`config.mk`:
```
export PLATFORM = sky130hd
export DESIGN_NAME = usart_rx_ctrl
export DESIGN_NICKNAME = d
export VERILOG_FILES = /design/src/rtl/usart_rx_ctrl_pkg.sv /design/src/rtl/usart_rx_arb.sv /design/src/rtl/usart_rx_ctrl.sv
export SDC_FILE = /design/constraint.sdc
export NUM_CORES = 1
export LEC_CHECK = 0
export ABC_AREA = 1
export ABC_CLOCK_PERIOD_IN_PS = 2250
export CAP_MARGIN = 0
export CORE_UTILIZATION = 45
export CTS_CLUSTER_DIAMETER = 50
export DETAILED_ROUTE_END_ITERATION = 7
export GPL_TIMING_DRIVEN = 0
export PLACE_DENSITY = 0.88
export SYNTH_ARGS = -nofsm -noshare
export SYNTH_HDL_FRONTEND = slang
export SYNTH_SLANG_ARGS = --single-unit
```
`constraint.sdc`:
```
create_clock -name i_fosk -period 2.25 [get_ports i_fosk]
set_clock_uncertainty 0.2 [all_clocks]
set_input_delay 0.3375 -clock i_fosk [delete_from_list [all_inputs] [get_ports i_fosk]]
set_output_delay 0.3375 -clock i_fosk [all_outputs]
set_load 0.01 [all_outputs]
```
`src/rtl/usart_rx_ctrl_pkg.sv`:
```
// usart_rx_ctrl_pkg
// Shared definitions for the USART receiver control front-end:
//   - config word field positions (same layout for write data and readback)
//   - read-response word field positions
//   - read arbiter FSM state encoding
// Optional build macro used by the design: USART_RX_RR_EN (see usart_rx_arb).
package usart_rx_ctrl_pkg;

  // Config word layout
  localparam int CFG_W        = 11;
  localparam int CFG_UCSZ_LSB = 0;
  localparam int CFG_UCSZ_W   = 3;
  localparam int CFG_UPM_LSB  = 3;
  localparam int CFG_UPM_W    = 2;
  localparam int CFG_UMSEL    = 5;
  localparam int CFG_U2X      = 6;
  localparam int CFG_MPCM     = 7;
  localparam int CFG_RXEN     = 8;
  localparam int CFG_RXCIE    = 9;
  localparam int CFG_DMAEN    = 10;

  // Format fields (ucsz, upm, umsel, u2x) occupy the contiguous low bits,
  // which lets the pending buffer hold them as one slice.
  localparam int CFG_FMT_W    = 7;

  // Read-response word layout
  localparam int RD_W         = 13;
  localparam int RD_UDR_LSB   = 0;
  localparam int RD_RX8       = 8;
  localparam int RD_FE        = 9;
  localparam int RD_PE        = 10;
  localparam int RD_DOR       = 11;
  localparam int RD_VALID     = 12;

  typedef enum logic [1:0] {
    IDLE    = 2'd0,
    GRANT   = 2'd1,
    CAPTURE = 2'd2,
    ACK     = 2'd3
  } arb_state_e;

  // Extract the format slice from a config word.
  function automatic logic [CFG_FMT_W-1:0] cfg_fmt(input logic [CFG_W-1:0] cfg);
    return cfg[CFG_FMT_W-1:0];
  endfunction

endpackage

```
`src/rtl/usart_rx_arb.sv`:
```
// usart_rx_arb
// Read arbiter between the CPU and the DMA channel for the receive buffer.
// One read takes four cycles: IDLE -> GRANT -> CAPTURE -> ACK -> IDLE.
// The winner is chosen and registered on leaving IDLE.
//
// Build macro USART_RX_RR_EN:
//   defined   - round-robin on a tie, the previous winner loses.
//   undefined - DMA has priority, but after STARVE_MAX consecutive DMA grants
//               made while the CPU was waiting, the CPU takes the next tie.
//               STARVE_MAX = 0 disables that limit.
//
// Ports:
//   i_fosk, i_rst_n        clock, asynchronous active-low reset
//   i_cpu_req, i_dma_req   level requests, held until acked
//   o_busy                 FSM is not IDLE
//   o_sample               FSM is in GRANT: the top samples the buffer now
//   o_cpu_ack, o_dma_ack   one-cycle registered acks, asserted in ACK
module usart_rx_arb
  import usart_rx_ctrl_pkg::*;
#(
  parameter int STARVE_MAX = 4
) (
  input  logic i_fosk,
  input  logic i_rst_n,
  input  logic i_cpu_req,
  input  logic i_dma_req,
  output logic o_busy,
  output logic o_sample,
  output logic o_cpu_ack,
  output logic o_dma_ack
);

  arb_state_e state_reg;
  logic       win_dma_reg;
  logic       pick_dma;

`ifdef USART_RX_RR_EN
  logic last_dma_reg;

  always_comb begin
    pick_dma = i_dma_req & (~i_cpu_req | ~last_dma_reg);
  end
`else
  localparam int CNT_W = (STARVE_MAX < 2) ? 1 : $clog2(STARVE_MAX + 1);

  logic [CNT_W-1:0] starve_cnt_reg;
  logic             cpu_starved;

  always_comb begin
    cpu_starved = (STARVE_MAX != 0) && (32'(starve_cnt_reg) >= STARVE_MAX);
    pick_dma    = i_dma_req & (~i_cpu_req | ~cpu_starved);
  end
`endif

  always_ff @(posedge i_fosk or negedge i_rst_n) begin
    if (!i_rst_n) begin
      state_reg      <= IDLE;
      win_dma_reg    <= 1'b0;
      o_cpu_ack      <= 1'b0;
      o_dma_ack      <= 1'b0;
`ifdef USART_RX_RR_EN
      last_dma_reg   <= 1'b0;
`else
      starve_cnt_reg <= '0;
`endif
    end else begin
      o_cpu_ack <= 1'b0;
      o_dma_ack <= 1'b0;
      case (state_reg)
        IDLE: begin
          if (i_cpu_req || i_dma_req) begin
            state_reg   <= GRANT;
            win_dma_reg <= pick_dma;
`ifdef USART_RX_RR_EN
            last_dma_reg <= pick_dma;
`else
            // Only DMA wins taken over a waiting CPU count as starvation.
            if (!pick_dma || !i_cpu_req) begin
              starve_cnt_reg <= '0;
            end else if (starve_cnt_reg != {CNT_W{1'b1}}) begin
              starve_cnt_reg <= starve_cnt_reg + 1'b1;
            end
`endif
          end
        end
        GRANT:   state_reg <= CAPTURE;
        CAPTURE: begin
          state_reg <= ACK;
          o_cpu_ack <= ~win_dma_reg;
          o_dma_ack <= win_dma_reg;
        end
        ACK:     state_reg <= IDLE;
        default: state_reg <= IDLE;
      endcase
    end
  end

  assign o_busy   = (state_reg != IDLE);
  assign o_sample = (state_reg == GRANT);

endmodule

```
`src/rtl/usart_rx_ctrl.sv`:
```
// usart_rx_ctrl
// Control and access front-end of the USART receiver.
//   - Holds the applied receiver configuration. A format change (ucsz, upm,
//     umsel, u2x) written while the receiver is enabled is parked in a pending
//     buffer and only reaches the receiver when rxen is written 0.
//   - Arbitrates receive-buffer reads between CPU and DMA (usart_rx_arb),
//     captures the buffer into o_rd_data and pops the receive FIFO.
//   - Registers the RX-complete interrupt and the DMA request.
// Build macro: USART_RX_RR_EN selects round-robin arbitration (see usart_rx_arb).
//
// Ports:
//   i_fosk, i_rst_n               clock, asynchronous active-low reset
//   i_cfg_we, i_cfg_wdata         config write strobe and word
//   o_cfg_rdata, o_cfg_pending    applied config, format change held
//   i_cpu_rd_req / o_cpu_rd_ack   CPU read handshake
//   i_dma_rd_req / o_dma_rd_ack   DMA read handshake
//   o_rd_data                     {valid, dor, pe, fe, rx8, udr}
//   i_udr, i_rx8, i_fe, i_pe, i_dor, i_rxc   receiver buffer and flags
//   o_w_addr                      one-cycle FIFO pop strobe
//   o_RXEN, o_mpcm, o_umsel, o_u2x, o_ucsz, o_upm   applied config to receiver
//   o_rxc_irq, o_dma_req          registered interrupt and DMA request
module usart_rx_ctrl
  import usart_rx_ctrl_pkg::*;
#(
  parameter logic [2:0] UCSZ_RST   = 3'b011,
  parameter int         STARVE_MAX = 4
) (
  input  logic              i_fosk,
  input  logic              i_rst_n,
  input  logic              i_cfg_we,
  input  logic [CFG_W-1:0]  i_cfg_wdata,
  output logic [CFG_W-1:0]  o_cfg_rdata,
  output logic              o_cfg_pending,
  input  logic              i_cpu_rd_req,
  output logic              o_cpu_rd_ack,
  input  logic              i_dma_rd_req,
  output logic              o_dma_rd_ack,
  output logic [RD_W-1:0]   o_rd_data,
  input  logic [7:0]        i_udr,
  input  logic              i_rx8,
  input  logic              i_fe,
  input  logic              i_pe,
  input  logic              i_dor,
  input  logic              i_rxc,
  output logic              o_w_addr,
  output logic              o_RXEN,
  output logic              o_mpcm,
  output logic              o_umsel,
  output logic              o_u2x,
  output logic [2:0]        o_ucsz,
  output logic [1:0]        o_upm,
  output logic              o_rxc_irq,
  output logic              o_dma_req
);

  logic [CFG_W-1:0]     cfg_reg;
  logic [CFG_FMT_W-1:0] pend_fmt_reg;
  logic                 pend_valid_reg;
  logic [CFG_FMT_W-1:0] wr_fmt;

  logic [RD_W-1:0]      rd_data_reg;
  logic                 w_addr_reg;
  logic                 rxc_irq_reg;
  logic                 dma_req_reg;

  logic                 arb_busy;
  logic                 arb_sample;

  assign wr_fmt = cfg_fmt(i_cfg_wdata);

  // Config shadow and pending format buffer
  always_ff @(posedge i_fosk or negedge i_rst_n) begin
    if (!i_rst_n) begin
      cfg_reg        <= {{(CFG_W-CFG_UCSZ_W){1'b0}}, UCSZ_RST};
      pend_fmt_reg   <= '0;
      pend_valid_reg <= 1'b0;
    end else if (i_cfg_we) begin
      if (!i_cfg_wdata[CFG_RXEN]) begin
        // Disabling: a held format change is released in this same edge.
        cfg_reg <= i_cfg_wdata;
        if (pend_valid_reg) begin
          cfg_reg[CFG_FMT_W-1:0] <= pend_fmt_reg;
        end
        pend_valid_reg <= 1'b0;
      end else if (!cfg_reg[CFG_RXEN] || (wr_fmt == cfg_fmt(cfg_reg))) begin
        // Enable-with-format, or no format change at all.
        cfg_reg        <= i_cfg_wdata;
        pend_valid_reg <= 1'b0;
      end else begin
        // Receiver running: hold the format, apply the non-format bits now.
        cfg_reg[CFG_DMAEN:CFG_MPCM] <= i_cfg_wdata[CFG_DMAEN:CFG_MPCM];
        pend_fmt_reg                <= wr_fmt;
        pend_valid_reg              <= 1'b1;
      end
    end
  end

  usart_rx_arb #(
    .STARVE_MAX (STARVE_MAX)
  ) u_arb (
    .i_fosk    (i_fosk),
    .i_rst_n   (i_rst_n),
    .i_cpu_req (i_cpu_rd_req),
    .i_dma_req (i_dma_rd_req),
    .o_busy    (arb_busy),
    .o_sample  (arb_sample),
    .o_cpu_ack (o_cpu_rd_ack),
    .o_dma_ack (o_dma_rd_ack)
  );

  // Buffer capture, FIFO pop and registered status outputs
  always_ff @(posedge i_fosk or negedge i_rst_n) begin
    if (!i_rst_n) begin
      rd_data_reg <= '0;
      w_addr_reg  <= 1'b0;
      rxc_irq_reg <= 1'b0;
      dma_req_reg <= 1'b0;
    end else begin
      w_addr_reg <= 1'b0;
      if (arb_sample) begin
        rd_data_reg[RD_UDR_LSB +: 8] <= i_udr;
        rd_data_reg[RD_RX8]          <= i_rx8;
        rd_data_reg[RD_FE]           <= i_fe;
        rd_data_reg[RD_PE]           <= i_pe;
        rd_data_reg[RD_DOR]          <= i_dor;
        rd_data_reg[RD_VALID]        <= i_rxc;
        // Pop only when there was a character to take.
        w_addr_reg                   <= i_rxc;
      end
      rxc_irq_reg <= i_rxc & cfg_reg[CFG_RXCIE];
      // Masked while a read is in flight so the DMA is not asked twice
      // for the character it is already fetching.
      dma_req_reg <= i_rxc & cfg_reg[CFG_DMAEN] & ~arb_busy;
    end
  end

  assign o_cfg_rdata   = cfg_reg;
  assign o_cfg_pending = pend_valid_reg;
  assign o_rd_data     = rd_data_reg;
  assign o_w_addr      = w_addr_reg;
  assign o_rxc_irq     = rxc_irq_reg;
  assign o_dma_req     = dma_req_reg;
  assign o_ucsz        = cfg_reg[CFG_UCSZ_LSB +: CFG_UCSZ_W];
  assign o_upm         = cfg_reg[CFG_UPM_LSB +: CFG_UPM_W];
  assign o_umsel       = cfg_reg[CFG_UMSEL];
  assign o_u2x         = cfg_reg[CFG_U2X];
  assign o_mpcm        = cfg_reg[CFG_MPCM];
  assign o_RXEN        = cfg_reg[CFG_RXEN];

endmodule

```
==> results.py, run 1 <==
metrics = {
    "timing": {
        "drv_slew": 0,
        "hold_viol": 0,
        "worstMarginPinSlew_ns": 0.270,
        "fin_crit_ns": 2.02,
        "relSlewSlack_pct": 82.0,
        "rsz0062_at_grt": "false",
        "clock.fmax_mhz": 495,
        "setup_violations": 0,
        "fin_crit_sh_pct": 89.8,
    },
    "placement": {
        "portBuffers": 67,
        "place_congestion": 0.759,
        "dp.cells": 338,
        "placed_cell_area_um2": 2880,
        "place_hpwl_um": 3350,
    },
    "clocking": {
        "cts_buffers": 5,
        "post_cts_buffers": 0,
        "cts_hold_buffers": 1,
        "cts_resized": 0,
        "clk_pin_slew_ns": 0.08,
        "cts_tree": "built",
        "insertion_delay_ns": 0.29,
        "clkSinkCount": 43,
        "clock_path_buffers": 2,
        "root_buffer": "clkbuf_8",
        "h-tree-depth": 2,
    },
    "setup_path": {
        "worst_setup_path_start_kind": "flop",
        "endpoint_kind": "output pin",
        "path_class": "flop to output pin",
        "critPathArrivalTime_ns": 1.48,
        "reg2reg_slack_ns": 0.49,
        "reg2reg_from": "u_arb.state_reg[1]",
        "r2r_cells": 4,
        "critical_path.max_fanout": 5,
        "cp.required_ns": 1.71,
        "timing.rr.end": "o_rd_data[5]",
    },
    "synthesis": {
        "synth-compound-area-share_pct": 4.65,
        "yosysTopAreaCell": "dfrtp_1",
        "ys_ff_latch": 43,
        "post_synth_and_or_nand_nor_area_fraction_pct": 21.3,
        "syn_nets": 253,
        "avgSynthCellArea_um2": 9.75,
        "synth_xor_area_share_pct": 0.824,
        "synth_cell_type_count": 27,
        "synth_area_leaders": "dfrtp_1 48%, nand2_1 11%, mux2_2 8.5%",
        "synth_top_area_share_pct": 48.3,
        "synth-adder-area-share_pct": 3.53,
        "yosysSeqAreaShare_pct": 50.8,
        "synth_top_family_by_area": "simple AND/OR/NAND/NOR gates",
        "synth_warnings": 0,
        "synthCells": 218,
        "syn_area_um2": 2120,
        "synth_mux_area_share_pct": 8.48,
    },
    "cells_and_area": {
        "final_cells": 347,
        "drive_gt1_share_pct": 19.7,
        "layout_commonest_cell": "clkdlybuf4s50_1",
        "design_area_um2": 3020,
        "final_util_pct": 67.9,
        "layout_common_cells": "66 x clkdlybuf4s50_1, 62 x nand2_1, 41 x dfrtp_1",
        "syn2layout_area_growth_pct": 42.0,
        "diodes": 0,
        "largest_reg_flops": 13,
        "seqCellArea_um2": 1080,
        "multi_input_area_um2": 825,
        "fillers": 355,
        "nets": 329,
    },
    "grt": {
        "grt.total_usage_pct": 21.2,
        "grt_pass1_wl_um": 8250,
        "first_global_vias": 1802,
        "grt_max_degree": 40,
        "antenna_found_initial": 0,
        "globalRouteOverflowTotal": 0,
    },
    "die": {
        "die_h_um": 70.7,
        "dieWidth_um": 70.7,
        "rows": 24,
        "die_area_um2": 5000,
        "start_util_pct": 47.8,
        "design.core.area_um2": 4440,
        "io-pin-count": 68,
    },
    "routing": {
        "drtIter0Drc": 126,
        "vias_per_cell": 4.92,
        "antenna_left": 0,
        "wl_per_cell_um": 13.4,
        "drc_errors": 8,
        "dr.pass1.iters": 6,
        "num_vias": 1708,
        "wirelength_um": 4640,
    },
    "power_and_ir_drop": {
        "power_density_nw_per_um2": 1010,
        "power_frac_clock_pct": 23.0,
        "power.share.switching_pct": 29.8,
        "p_int_mw": 2.14,
        "leakagePower_nw": 1.46,
        "pwr-share-seq_pct": 38.3,
        "ir_worst_vdd_mv": 0.693,
        "power_mw": 3.05,
        "p_sw_uw": 907,
        "comb_power_share_pct": 38.7,
    },
    "min_path": {
        "min_path_type": "input pin to async pin",
    },
    "status": {
        "status": "finished with violations",
        "violations": "DRC",
    },
    "flow_run": {
        "cap_violations": 0,
    },
}
stage by stage:
step           TNS [ns]  worst slack [ns]  hold WS, ns
6_report              0             0.230        0.197
5_1_grt               0             0.178        0.212
3_5_place_dp          0             0.227      -0.0255
3_3_place_gp     -22.17            -0.538        0.238
2_1_floorplan         0             0.677       -0.158
4_1_cts               0             0.220        0.190
cell type report:
class / count / share of cell area, %
tap: 52 / 2.16
timing repair buffer: 69 / 23.1
sequential: 43 / 35.7
multi-input combinational: 136 / 27.3
clock buffer: 6 / 2.40
clock inverter: 2 / 1.99
inverter: 25 / 3.36
buffer: 14 / 3.98
worst max path at each step:
stage                                   from                       to  slack (ns)  depth (start not counted)
after CTS                     o_cfg_rdata[0]                o_ucsz[0]        0.22                          2
after floorplan           u_arb.state_reg[1]            o_rd_data[10]        0.68                          4
final                         o_cfg_rdata[0]                o_ucsz[0]        0.23                          2
after global placement               i_rst_n  u_arb.starve_cnt_reg[0]       -0.54                          1
after detailed placement      i_cfg_wdata[3]           o_cfg_rdata[3]        0.23                         11
after global routing          o_cfg_rdata[1]                o_ucsz[1]        0.18                          2
critical path: stages, from the launching register on:
cell,delay [ns]
dfstp_2,0.57
buf_4,0.11
clkdlybuf4s50_1,0.51
routing by layer:
| layer | routed length [µm] | share of wire [%] | global-route usage [%] |
|---|---|---|---|
| met2 | 2420 | 52 | 37.4 |
| met5 | 0 | 0 | 0 |
| met1 | 1930 | 42 | 25.4 |
| met4 | 35 | 0.76 | 5.11 |
| met3 | 245 | 5.3 | 6.27 |
cell families after synthesis:
kind of cell,Yosys count
multiplexers,16
AND/OR/NAND/NOR,96
adder cells (fa/ha/maj),6
buffers and inverters,39
flip-flops,43
XOR/XNOR,2
AO/OA/AOI/OAI,16
power groups by stage:
stage                     combinational (mW)  sequential (mW)  clock (mW)
final                                   1.18             1.17       0.702
after global routing                    1.30             1.20       0.745
after CTS                               1.20             1.17       0.717
after detailed placement                1.19             1.18           0
after global placement                  1.15             1.16           0
after floorplan                        0.533             1.24           0
cell usage after synthesis:
library cell / n
nor2_1: 8
nand2_2: 1
mux2_2: 16
or2_1: 1
inv_1: 21
nor2_4: 1
buf_6: 2
nand2_1: 62
buf_4: 9
buf_2: 2
nand3_1: 10
buf_12: 1
ha_1: 6
xor2_1: 1
nand3_4: 1
inv_2: 3
inv_8: 1
nand2_8: 1
nor2_2: 2
o21ai_0: 8
nand4_1: 7
xnor2_1: 1
o21ai_1: 3
nand2_4: 2
dfrtp_1: 41
a21oi_2: 5
dfstp_2: 2
No activity file was read; power rests on OpenSTA's default activity.
==> inputs of run 2 (changes only) <==
Settings changed: CTS_BUF_LIST set to sky130_fd_sc_hd__clkbuf_8.
==> results.py, run 2 (synthesis results as in run 1) <==
metrics = {
    "status": {
        "status": "finished with violations",
        "violations": "DRC",
    },
    "flow_run": {
        "cap_violations": 0,
    },
    "placement": {
        "placed_cell_area_um2": 2880,
        "place_hpwl_um": 3350,
        "place_congestion": 0.759,
        "pre_cts_ws_ns": 0.227,
        "portBuffers": 67,
    },
    "setup_path": {
        "critPathArrivalTime_ns": 1.48,
        "reg2reg_from": "u_arb.state_reg[1]",
        "cp.required_ns": 1.71,
        "reg2reg_slack_ns": 0.49,
        "r2r_cells": 4,
        "endpoint_kind": "output pin",
        "path_class": "flop to output pin",
        "crit_slowest_cell": "dfstp_2",
        "critical_path.max_fanout": 5,
        "cp_slowest_stage_delay_ns": 0.57,
        "worst_setup_path_start_kind": "flop",
        "worstPathCellList": "buf_4, clkdlybuf4s50_1",
        "timing.rr.end": "o_rd_data[5]",
    },
    "cells_and_area": {
        "layout_commonest_cell": "clkdlybuf4s50_1",
        "diodes": 0,
        "syn2layout_area_growth_pct": 42.0,
        "layout_common_cells": "66 x clkdlybuf4s50_1, 62 x nand2_1, 41 x dfrtp_1",
        "fillers": 355,
        "drive_gt1_share_pct": 19.7,
        "largest_reg_flops": 13,
        "nets": 329,
        "design_area_um2": 3020,
    },
    "timing": {
        "hold_slack_ns": 0.197,
        "relSlewSlack_pct": 82.0,
        "setup_ws_ns": 0.230,
        "setup_violations": 0,
        "hold_viol": 0,
        "fin_crit_ns": 2.02,
        "rsz0062_at_grt": "false",
        "clock.fmax_mhz": 495,
        "fin_crit_sh_pct": 89.8,
        "tns_ns": 0,
        "worstMarginPinSlew_ns": 0.270,
        "drv_slew": 0,
    },
    "routing": {
        "dr.pass1.iters": 6,
        "wirelength_um": 4640,
        "antenna_left": 0,
        "num_vias": 1707,
        "drtIter0Drc": 125,
        "wl_per_cell_um": 13.4,
        "drc_errors": 8,
        "vias_per_cell": 4.92,
    },
    "power_and_ir_drop": {
        "power.share.switching_pct": 29.8,
        "leakagePower_nw": 1.47,
        "ir_worst_vdd_mv": 0.693,
        "pwr-share-seq_pct": 38.3,
        "power_frac_clock_pct": 22.9,
        "p_int_mw": 2.14,
        "comb_power_share_pct": 38.8,
        "power_density_nw_per_um2": 1010,
        "p_sw_uw": 907,
    },
    "grt": {
        "globalRouteOverflowTotal": 0,
        "grt.total_usage_pct": 21.2,
        "grt_max_degree": 40,
        "grt_pass1_wl_um": 8250,
        "grt.busiest_layer": "met2",
        "use_met2_pct": 37.4,
        "first_global_vias": 1802,
        "grt_use_met3_pct": 6.27,
        "use_met1_pct": 25.4,
        "antenna_found_initial": 0,
    },
    "die": {
        "design.core.area_um2": 4440,
        "io-pin-count": 68,
        "die_h_um": 70.7,
        "dieWidth_um": 70.7,
        "rows": 24,
        "die_area_um2": 5000,
        "start_util_pct": 47.8,
    },
    "clocking": {
        "clock_path_buffers": 2,
        "clk_pin_slew_ns": 0.08,
        "root_buffer": "clkbuf_8",
        "h-tree-depth": 2,
        "insertion_delay_ns": 0.29,
        "cts_tree": "built",
        "clkSinkCount": 43,
        "cts_buffers": 5,
    },
    "min_path": {
        "min_path_type": "input pin to async pin",
    },
}
[run 2: cell count changes in the layout (fill, tap and decap cells not counted), sizes merged]
cell and change:
clkbuf -1, inv +1
[run 2: worst max path at each step]
stage	slack (ns)	end	startpoint
after floorplan	0.68	o_rd_data[10]	u_arb.state_reg[1]
after global placement	-0.54	u_arb.starve_cnt_reg[0]	i_rst_n
after detailed placement	0.23	o_cfg_rdata[3]	i_cfg_wdata[3]
after CTS	0.22	o_ucsz[0]	o_cfg_rdata[0]
after global routing	0.18	o_ucsz[1]	o_cfg_rdata[1]
final	0.23	o_ucsz[0]	o_cfg_rdata[0]
[run 2: worst max-delay path: cells and delay by family (launching register included)]
family | cells | cell delay [ns]
flops | 1 | 0.57
buf+inv | 2 | 0.62
[run 2: what timing repair did]
action,in CTS,in global routing
resized for setup,0,0
hold buffers,1,0
endpoints found under the hold margin,42,0
endpoints found under the setup margin,0,0
buffers inserted,0,0
[run 2: cell type report]
cell class	instances	area, µm²	share of cell area (%)
Inverter	25	101	3.36
Multi-Input combinational cell	136	825	27.3
Tap cell	52	65.1	2.16
Clock inverter	3	63.8	2.11
Clock buffer	5	68.8	2.28
Timing Repair Buffer	69	696	23.1
Sequential cell	43	1080	35.7
Buffer	14	120	3.98
[run 2: metrics by stage]
stage | util, % | total power, mW | std cells
after floorplan | - | 1.77 | 218
after global placement | 64.4 | 2.31 | 337
after detailed placement | 64.7 | 2.36 | 338
after CTS | 67.9 | 3.08 | 347
after global routing | 67.9 | 3.24 | 347
final | 67.9 | 3.04 | 347
[run 2: per-layer routing]
layer | vias to the layer above | part of all wire (%)
met2 | 59 | 52
li1 | 834 | -
met3 | 4 | 5.3
met1 | 810 | 42
met5 | - | 0
met4 | 0 | 0.75
[run 2: power groups by stage]
stage / Sequential [mW] / Clock (mW) / Combinational [mW]
2_1_floorplan: 1.24 / 0 / 0.533
3_5_place_dp: 1.18 / 0 / 1.19
6_report: 1.17 / 0.698 / 1.18
5_1_grt: 1.20 / 0.741 / 1.30
4_1_cts: 1.17 / 0.712 / 1.20
3_3_place_gp: 1.16 / 0 / 1.15
